==> src/rtl/spi_periph_bridge_if.sv <==
// SPI pad-side pins plus the TinyQV-style peripheral bus driven by the bridge.
// master = bridge side, slave = harness side (SPI master and peripherals).
interface spi_periph_bridge_if #(
   parameter int ADDR_W = 6,
   parameter int NCH    = 4
);
   logic                spi_cs_n;
   logic                spi_clk;
   logic                spi_mosi;
   logic                spi_miso;
   logic [ADDR_W-1:0]   address;
   logic [31:0]         data_in;
   logic [2*NCH-1:0]    data_write_n;
   logic [2*NCH-1:0]    data_read_n;
   logic [32*NCH-1:0]   data_out;
   logic [NCH-1:0]      data_ready;
   logic                busy;
   logic                err;

   modport master (
      input  spi_cs_n, spi_clk, spi_mosi, data_out, data_ready,
      output spi_miso, address, data_in, data_write_n, data_read_n, busy, err
   );

   modport slave (
      output spi_cs_n, spi_clk, spi_mosi, data_out, data_ready,
      input  spi_miso, address, data_in, data_write_n, data_read_n, busy, err
   );
endinterface

==> src/rtl/spi_periph_bridge.sv <==
// SPI mode-0 slave to NCH-channel register bus: write strobe 1 clk after the last data bit;
// reads hold the strobe until data_ready or TIMEOUT while the master clocks a turnaround byte.
module spi_periph_bridge #(
   parameter int ADDR_W  = 6,
   parameter int NCH     = 4,
   parameter int TIMEOUT = 16
) (
   input logic                 clk,
   input logic                 rst,
   spi_periph_bridge_if.master bus
);
   localparam int CH_W = (NCH > 1) ? $clog2(NCH) : 1;

   typedef enum logic [2:0] {IDLE, HDR, WDATA, WSTB, RWAIT, RDATA, DROP} state_t;

   state_t            state;
   logic              sck_q;
   logic              cs_q;
   logic [31:0]       sh;
   logic [5:0]        cnt;
   logic [4:0]        tcnt;
   logic [1:0]        w;
   logic              ai;
   logic [CH_W-1:0]   ch;
   logic              cap_done;

   logic              rise;
   logic              fall;
   logic [31:0]       sin;
   logic [1:0]        hdr_w;
   logic [5:0]        last_idx;
   logic [ADDR_W-1:0] step;
   logic              sel_rdy;
   logic [31:0]       sel_dat;

   assign rise     = bus.spi_clk & ~sck_q;
   assign fall     = ~bus.spi_clk & sck_q;
   assign sin      = {sh[30:0], bus.spi_mosi};
   assign hdr_w    = (sin[14:13] == 2'b11) ? 2'b10 : sin[14:13];
   assign last_idx = (w == 2'b00) ? 6'd7 : (w == 2'b01) ? 6'd15 : 6'd31;
   assign step     = ADDR_W'(4'd1 << w);

   always_comb begin
      sel_rdy = 1'b0;
      sel_dat = '0;
      for (int i = 0; i < NCH; i++) begin
         if (ch == CH_W'(i)) begin
            sel_rdy = bus.data_ready[i];
            sel_dat = bus.data_out[32*i +: 32];
         end
      end
   end

   function automatic logic [2*NCH-1:0] strobe(input logic [CH_W-1:0] c, input logic [1:0] code);
      logic [2*NCH-1:0] v;
      v = '1;
      for (int i = 0; i < NCH; i++) begin
         if (c == CH_W'(i)) v[2*i +: 2] = code;
      end
      return v;
   endfunction

   function automatic logic [31:0] fit(input logic [31:0] v, input logic [1:0] code);
      case (code)
         2'b00:   fit = {24'd0, v[7:0]};
         2'b01:   fit = {16'd0, v[15:0]};
         default: fit = v;
      endcase
   endfunction

   // Read beats are left-aligned so MISO always shifts out of bit 31.
   function automatic logic [31:0] align(input logic [31:0] v, input logic [1:0] code);
      case (code)
         2'b00:   align = {v[7:0], 24'd0};
         2'b01:   align = {v[15:0], 16'd0};
         default: align = v;
      endcase
   endfunction

   always_ff @(posedge clk or posedge rst) begin
      if (rst) begin
         state            <= IDLE;
         sck_q            <= 1'b0;
         cs_q             <= 1'b1;
         sh               <= '0;
         cnt              <= '0;
         tcnt             <= '0;
         w                <= '0;
         ai               <= 1'b0;
         ch               <= '0;
         cap_done         <= 1'b0;
         bus.spi_miso     <= 1'b0;
         bus.address      <= '0;
         bus.data_in      <= '0;
         bus.data_write_n <= '1;
         bus.data_read_n  <= '1;
         bus.busy         <= 1'b0;
         bus.err          <= 1'b0;
      end else begin
         sck_q <= bus.spi_clk;
         cs_q  <= bus.spi_cs_n;
         if (state != IDLE && bus.spi_cs_n) begin
            state            <= IDLE;
            bus.busy         <= 1'b0;
            bus.spi_miso     <= 1'b0;
            bus.data_write_n <= '1;
            bus.data_read_n  <= '1;
         end else begin
            case (state)
               IDLE: if (cs_q && !bus.spi_cs_n) begin
                  state    <= HDR;
                  bus.err  <= 1'b0;
                  bus.busy <= 1'b1;
                  cnt      <= '0;
               end
               HDR: if (rise) begin
                  sh  <= sin;
                  cnt <= cnt + 6'd1;
                  if (cnt == 6'd15) begin
                     cnt         <= '0;
                     tcnt        <= '0;
                     cap_done    <= 1'b0;
                     w           <= hdr_w;
                     ai          <= sin[12];
                     ch          <= CH_W'(sin[11:8]);
                     bus.address <= sin[ADDR_W-1:0];
                     if (int'(sin[11:8]) >= NCH) begin
                        bus.err <= 1'b1;
                        state   <= DROP;
                     end else if (sin[15]) begin
                        state <= WDATA;
                     end else begin
                        state           <= RWAIT;
                        bus.data_read_n <= strobe(CH_W'(sin[11:8]), hdr_w);
                     end
                  end
               end
               WDATA: if (rise) begin
                  sh  <= sin;
                  cnt <= cnt + 6'd1;
                  if (cnt == last_idx) begin
                     cnt              <= '0;
                     bus.data_in      <= fit(sin, w);
                     bus.data_write_n <= strobe(ch, w);
                     state            <= WSTB;
                  end
               end
               WSTB: begin
                  bus.data_write_n <= '1;
                  if (ai) bus.address <= bus.address + step;
                  state <= WDATA;
               end
               RWAIT: begin
                  if (rise && cnt != 6'd8) cnt <= cnt + 6'd1;
                  if (!cap_done) begin
                     if (sel_rdy) begin
                        sh              <= align(fit(sel_dat, w), w);
                        cap_done        <= 1'b1;
                        bus.data_read_n <= '1;
                     end else if (tcnt == 5'(TIMEOUT - 1)) begin
                        sh              <= '1;
                        bus.err         <= 1'b1;
                        cap_done        <= 1'b1;
                        bus.data_read_n <= '1;
                     end else begin
                        tcnt <= tcnt + 5'd1;
                     end
                  end else if (cnt == 6'd8) begin
                     state        <= RDATA;
                     bus.spi_miso <= sh[31];
                     cnt          <= '0;
                  end
               end
               RDATA: begin
                  // The fall that ends the turnaround byte must not advance the first bit.
                  if (rise) begin
                     cnt <= cnt + 6'd1;
                     if (cnt == last_idx) begin
                        state           <= RWAIT;
                        bus.spi_miso    <= 1'b0;
                        cnt             <= '0;
                        tcnt            <= '0;
                        cap_done        <= 1'b0;
                        bus.data_read_n <= strobe(ch, w);
                        if (ai) bus.address <= bus.address + step;
                     end
                  end else if (fall && cnt != 6'd0) begin
                     sh           <= {sh[30:0], 1'b0};
                     bus.spi_miso <= sh[30];
                  end
               end
               DROP: bus.spi_miso <= 1'b0;
               default: state <= IDLE;
            endcase
         end
      end
   end
endmodule

==> src/flat_wrapper.sv <==
// flat-port wrapper written by rule: the top's interface ports become plain ports
module spi_periph_bridge_flat 
#(
   parameter int ADDR_W  = 6,
   parameter int NCH     = 4,
   parameter int TIMEOUT = 16
)
  (clk, rst, bus_spi_cs_n, bus_spi_clk, bus_spi_mosi, bus_data_out, bus_data_ready, bus_spi_miso, bus_address, bus_data_in, bus_data_write_n, bus_data_read_n, bus_busy, bus_err);
  spi_periph_bridge_if #(.ADDR_W(ADDR_W), .NCH(NCH)) bus_i ();
  input logic clk;
  input logic rst;
  input wire logic [$bits(bus_i.spi_cs_n)-1:0] bus_spi_cs_n;
  input wire logic [$bits(bus_i.spi_clk)-1:0] bus_spi_clk;
  input wire logic [$bits(bus_i.spi_mosi)-1:0] bus_spi_mosi;
  input wire logic [$bits(bus_i.data_out)-1:0] bus_data_out;
  input wire logic [$bits(bus_i.data_ready)-1:0] bus_data_ready;
  output wire logic [$bits(bus_i.spi_miso)-1:0] bus_spi_miso;
  output wire logic [$bits(bus_i.address)-1:0] bus_address;
  output wire logic [$bits(bus_i.data_in)-1:0] bus_data_in;
  output wire logic [$bits(bus_i.data_write_n)-1:0] bus_data_write_n;
  output wire logic [$bits(bus_i.data_read_n)-1:0] bus_data_read_n;
  output wire logic [$bits(bus_i.busy)-1:0] bus_busy;
  output wire logic [$bits(bus_i.err)-1:0] bus_err;
  assign bus_i.spi_cs_n = bus_spi_cs_n;
  assign bus_i.spi_clk = bus_spi_clk;
  assign bus_i.spi_mosi = bus_spi_mosi;
  assign bus_i.data_out = bus_data_out;
  assign bus_i.data_ready = bus_data_ready;
  assign bus_spi_miso = bus_i.spi_miso;
  assign bus_address = bus_i.address;
  assign bus_data_in = bus_i.data_in;
  assign bus_data_write_n = bus_i.data_write_n;
  assign bus_data_read_n = bus_i.data_read_n;
  assign bus_busy = bus_i.busy;
  assign bus_err = bus_i.err;
  spi_periph_bridge #(.ADDR_W(ADDR_W), .NCH(NCH), .TIMEOUT(TIMEOUT)) u_core (.clk(clk), .rst(rst), .bus(bus_i));
endmodule
==> config.mk <==
export PLATFORM = sky130hd
export DESIGN_NAME = spi_periph_bridge_flat
export DESIGN_NICKNAME = d
export VERILOG_FILES = /design/src/rtl/spi_periph_bridge_if.sv /design/src/rtl/spi_periph_bridge.sv /design/src/flat_wrapper.sv
export SDC_FILE = /design/constraint.sdc
export NUM_CORES = 1
export LEC_CHECK = 0
export BUFFER_PORTS_ARGS = -buffer_cell sky130_fd_sc_hd__buf_2
export CAP_MARGIN = 20
export CORE_ASPECT_RATIO = 1.2
export CORE_MARGIN = 2
export CORE_UTILIZATION = 45
export CTS_BUF_LIST = sky130_fd_sc_hd__clkbuf_4 sky130_fd_sc_hd__clkbuf_8
export DETAILED_ROUTE_END_ITERATION = 8
export HOLD_SLACK_MARGIN = 0.02
export PLACE_DENSITY = 0.7
export SKIP_CTS_REPAIR_TIMING = 1
export SLEW_MARGIN = 15
export SYNTH_ARGS = -nofsm -noshare
export SYNTH_HDL_FRONTEND = slang
export SYNTH_SLANG_ARGS = --single-unit
==> constraint.sdc <==
create_clock -name clk -period 7.69 [get_ports clk]
set_clock_uncertainty 0.05 [all_clocks]
set_input_delay 0.769 -clock clk [delete_from_list [all_inputs] [get_ports clk]]
set_output_delay 0.769 -clock clk [all_outputs]
set_load 0.005 [all_outputs]
## Yosys cells after proc, flatten, opt, wreduce, memory -nomap -nowiden

Index checks and enable logic that the tools add are counted.

- Flip-flop bits (word level): 111
- Input port bits: 137
- Output and inout bits: 57

- Add/subtract/negate cells: 3
- Order comparisons: 1
- Equal/unequal tests: 50
- Shift operators: 1
- Muxes and demuxes: 103
- Bitwise logic cells: 5
- Reduce and logical (&&, ||, !) cells: 36

Operators by type and width:

| kind | number |
|---|---|
| 2-to-1 mux 32 bit | 10 |
| case mux 32 bit (2 select lines) | 3 |
| case mux 32 bit (3 select lines) | 1 |
| 2-to-1 mux 8 bit | 11 |
| 2-to-1 mux 6 bit | 14 |
| 2-to-1 mux 5 bit | 8 |
| 2-to-1 mux 3 bit | 12 |
| inequality test 3 x 1 -> 1 bit (second input constant) | 10 |
| AND reduction 9 bit | 3 |
| 2-to-1 mux 1 bit | 26 |
| case mux 6 bit (4 select lines) | 1 |
| case mux 8 bit (3 select lines) | 1 |
| inequality test 2 x 1 -> 1 bit (second input constant) | 11 |
| case mux 3 bit (7 select lines) | 1 |
| 2-to-1 mux 2 bit | 9 |
| case mux 6 bit (3 select lines) | 1 |
| nonzero test 3 bit | 6 |
| case mux 8 bit (2 select lines) | 1 |
| case mux 5 bit (3 select lines) | 1 |
| equality test 6 x 4 -> 1 bit (second input constant) | 2 |
| AND reduction 6 bit | 2 |
| nonzero test 4 bit | 3 |
| equality test 2 bit (second input constant) | 5 |
| AND reduction 10 bit | 1 |
| other kinds (32) | 56 |

## Longest topological paths before layout

- Depth in word-level cells: 10
- Mapped depth: 12
- Depth with buffers taken out: 10

## Worst setup path before layout

No wires, ideal clock.

- Kind: input to register
- Start: input bus_data_ready[3]
- End: register u_core.tcnt[0]
- Data arrival time: 2358 ps
- Required time: 7515 ps
- Slack: 5157 ps
- Cell stages on the path: 5
- Path buffers: 0
- Path through: mux4_2 -> a2111oi_0 -> o31ai_1 -> nor3_2 -> mux2_2

- Longest elaborated chain between the ends: 3

Ends and longest elaborated chain:

| element | line | text |
|---|---|---|
| from (decl) | flat_wrapper.sv:16 | `input wire logic [$bits(bus_i.data_ready)-1:0] bus_data_ready;` |
| 2-to-1 mux 1 bit | spi_periph_bridge.sv:47 | `if (ch == CH_W'(i)) begin` |
| inequality test 2 bit (no source line) | -- |  |
| AND reduction 9 bit (no source line) | -- |  |
| to (signal assigned) | spi_periph_bridge.sv:166 | `tcnt <= tcnt + 5'd1;` |
| to (decl) | spi_periph_bridge.sv:21 | `logic [4:0] tcnt;` |

Every way passes these cells.
A chain may end at the register's enable or synchronous reset.

## Worst setup path after layout

- Start: register u_core.cnt[0]
- End: register u_core.sh[7]

- Longest elaborated chain between the ends: 4

Ends and longest elaborated chain:

| element | line | text |
|---|---|---|
| from (decl) | spi_periph_bridge.sv:20 | `logic [5:0] cnt;` |
| from (signal assigned) | spi_periph_bridge.sv:118 | `cnt <= cnt + 6'd1;` |
| from (signal assigned) | spi_periph_bridge.sv:140 | `cnt <= cnt + 6'd1;` |
| from (signal assigned) | spi_periph_bridge.sv:154 | `if (rise && cnt != 6'd8) cnt <= cnt + 6'd1;` |
| nonzero test 6 bit | spi_periph_bridge.sv:187 | `end else if (fall && cnt != 6'd0) begin` |
| logical AND 1 bit | spi_periph_bridge.sv:187 |  |
| inequality test 2 x 1 -> 1 bit (no source line) | -- |  |
| AND reduction 7 bit (no source line) | -- |  |
| to (signal assigned) | spi_periph_bridge.sv:139 | `sh <= sin;` |
| to (signal assigned) | spi_periph_bridge.sv:157 | `sh <= align(fit(sel_dat, w), w);` |
| to (signal assigned) | spi_periph_bridge.sv:188 | `sh <= {sh[30:0], 1'b0};` |
| to (decl) | spi_periph_bridge.sv:19 | `logic [31:0] sh;` |

Every way passes these cells.

==> results.json <==
{
  "core_area_mm2": 0.0156,
  "drive_gt1_share_pct": 36.9,
  "wl_per_cell_um": 18.3,
  "cts_root_buf": "clkbuf_8",
  "placementRows": 50,
  "status": "finished clean",
  "final_cell_mix": "buf_2 (193), dfrtp_1 (91), nand2_1 (79)",
  "p_seq_share_pct": 40.5,
  "p_switching_uw": 955,
  "synth_top_family_by_area": "multiplexers",
  "insertion_delay_ns": 0.40,
  "synth-seq-cells": 111,
  "ff2ff_setup_slack_ns": 4.78,
  "p_int_mw": 1.41,
  "final-setup-viol-count": 0,
  "timing.setup.tns_ns": 0,
  "routed_wl_um": 20300,
  "p_per_area_mw_per_mm2": 282,
  "clock_power_share_pct": 16.2,
  "clockBufferDepth": 2,
  "hpwlAfterDp_um": 15000,
  "period_minus_slack_ns": 2.91,
  "grt_first_pass_wirelength_um": 32000,
  "syn_to_final_growth_pct": 17.7,
  "synth_compound_area_share_pct": 18.6,
  "slew_headroom_pct": 41.7,
  "grt.total_usage_pct": 24.1,
  "hp-class": "input pin to async pin",
  "max-cap-violations": 0,
  "layout.nets": 1041,
  "fin_cells": 1108,
  "timing.fmax_mhz": 344,
  "drt_iter0_drc": 559,
  "cp-end-kind": "register",
  "syn_inst": 743,
  "ir_drop_v": 0.000122,
  "rsz0062_at_grt": "false",
  "placed_cells": 1092,
  "num_vias": 6251,
  "synth-simple-area-share_pct": 14.1,
  "synth-main-ff-cell": "dfrtp_1",
  "io_pins": 194,
  "die_w_um": 119,
  "drc": 0,
  "cts_tree": "done",
  "comb_power_share_pct": 43.3,
  "syn_area_mm2": 0.00713,
  "worst_slew_pin_slew_ns": 0.862,
  "yosys.area_share.adder_pct": 1.69,
  "drtPass1Iterations": 6,
  "cp-start-kind": "register",
  "required_ns": 7.93,
  "port_buffers": 193,
  "synthArstFlopShare_pct": 100,
  "drv_slew": 0,
  "synth-xor-area-share_pct": 0.491,
  "crit_fanout": 32,
  "postRouteAntennaNets": 0,
  "syn_nets": 889,
  "overflow": 0,
  "grt_start_max_net_pins": 68,
  "yosysSeqAreaShare_pct": 39.3,
  "path_clk_slew_ns": 0.11,
  "p_leak_nw": 3.62,
  "dp_slack_ns": 4.80,
  "antenna_found_initial": 0,
  "cts_buffers": 9,
  "post-route-period-util_pct": 37.8,
  "hold_violations": 0,
  "htree_num_levels": 3,
  "final_common_cell": "buf_2",
  "vias_per_cell": 5.64,
  "gp_congestion": 0.940,
  "synth_mux_area_share_pct": 21.1,
  "synth_warnings": 0,
  "start_util_pct": 45.8,
  "clock-sinks": 111,
  "criticalPathCategory": "register to register",
  "die_h_um": 142,
  "die_area_mm2": 0.0169,
  "setup_slack_ns": 4.78,
  "critPathArrivalTime_ns": 3.15,
  "synth_edf_count": 0,
  "postSynthAreaPerCell_um2": 9.59,
  "grt_pass1_vias": 6042,
  "diodes": 0,
  "finalPower_mw": 2.36,
  "p_sw_share_pct": 40.4,
  "synth_cell_type_count": 64
}
-- area by class of cell --
type / count / area, µm²
tap: 208 / 260
timing repair buffer: 204 / 1050
inverter: 19 / 73.8
clock inverter: 4 / 55.1
fill: 1442 / 7190
clock buffer: 12 / 153
multi-input combinational: 550 / 4000
sequential: 111 / 2800
-- Yosys cell counts, drive strengths merged, types with 5 or more instances --
cell type / n / share of area (%)
a211o: 12 / 1.5
a21boi: 12 / 1.3
a21o: 5 / 0.53
a21oi: 63 / 4.4
a22oi: 9 / 0.95
a31oi: 8 / 0.70
buf: 20 / 1.5
clkbuf: 43 / 2.3
dfrtp: 94 / 33
dfstp: 17 / 6.3
ha: 8 / 1.4
inv: 18 / 0.95
mux2: 58 / 9.2
mux2i: 29 / 4.1
mux4: 25 / 7.9
nand2: 79 / 4.2
nand2b: 14 / 1.2
nor2: 61 / 3.2
nor2b: 9 / 0.79
nor3: 9 / 0.70
o21ai: 57 / 4.1
o22ai: 10 / 0.88
or3: 6 / 0.53
-- power by group through the flow --
stage	sequential, mW	clock [mW]	combinational, mW
6_report	0.956	0.383	1.02
5_1_grt	0.982	0.414	1.14
4_1_cts	0.953	0.390	1.02
3_5_place_dp	0.964	0	1.02
3_3_place_gp	0.962	0	0.998
2_1_floorplan	0.867	0	0.809
-- final timing paths --
kind                                                          from                            endpoint  cells after the start
worst max-delay path                     u_core.cnt[0]$_DFFE_PP0P_            u_core.sh[7]$_DFFE_PP0P_                      8
worst min-delay path                                           rst   u_core.bus.data_in[7]$_DFFE_PP0P_                      2
worst max register to register           u_core.cnt[0]$_DFFE_PP0P_            u_core.sh[7]$_DFFE_PP0P_                      8
worst min register to register  u_core.bus.data_in[17]$_DFFE_PP0P_  u_core.bus.data_in[17]$_DFFE_PP0P_                      2
max in group asynchronous                                      rst             u_core.w[1]$_DFFE_PP0P_                      3
min in group clk                u_core.bus.data_in[17]$_DFFE_PP0P_  u_core.bus.data_in[17]$_DFFE_PP0P_                      2
-- per-layer routing --
metal	vias to the layer above	global-route usage, %	wire [µm]
met5	-	0	0
met4	0	8.90	397
met3	26	2.53	1040
met2	237	41.7	10700
met1	2984	31.4	8160
li1	3004	-	-
-- cell families after synthesis --
| logic type | Yosys count |
|---|---|
| buffers and inverters | 82 |
| XOR/XNOR | 4 |
| multiplexers | 112 |
| adder cells (fa/ha/maj) | 9 |
| AO/OA/AOI/OAI | 212 |
| flip-flops | 111 |
| AND/OR/NAND/NOR | 213 |
-- through the flow --
step / hold WS [ns] / cell area, µm² / utilization [%]
3_3_place_gp: 0.412 / 8180 / 52.5
5_1_grt: 0.413 / 8390 / 53.9
2_1_floorplan: 0.423 / 7130 / -
4_1_cts: 0.380 / 8390 / 53.9
3_5_place_dp: 0.417 / 8180 / 52.5
6_report: 0.370 / 8390 / 53.9
-- sequential cells by signal, indices dropped and copies added (netlist names), 2 cells and up --
register	cells
u_core.w	2
u_core.sh	32
u_core.bus.data_read_n	8
u_core.cnt	6
u_core.ch	2
u_core.bus.data_in	32
u_core.bus.data_write_n	8
u_core.tcnt	5
u_core.bus.address	6
u_core.state	3
-- worst max-delay path, cell delays in order, from the launching register on --
cell,delay (ns)
dfrtp_1,0.43
inv_1,0.09
ha_1,0.14
nor4b_1,0.70
a21oi_1,0.27
a21oi_1,0.20
a211o_1,0.15
buf_4,0.38
mux2_2,0.40
Note: power is estimated with default switching activity, not from simulation.
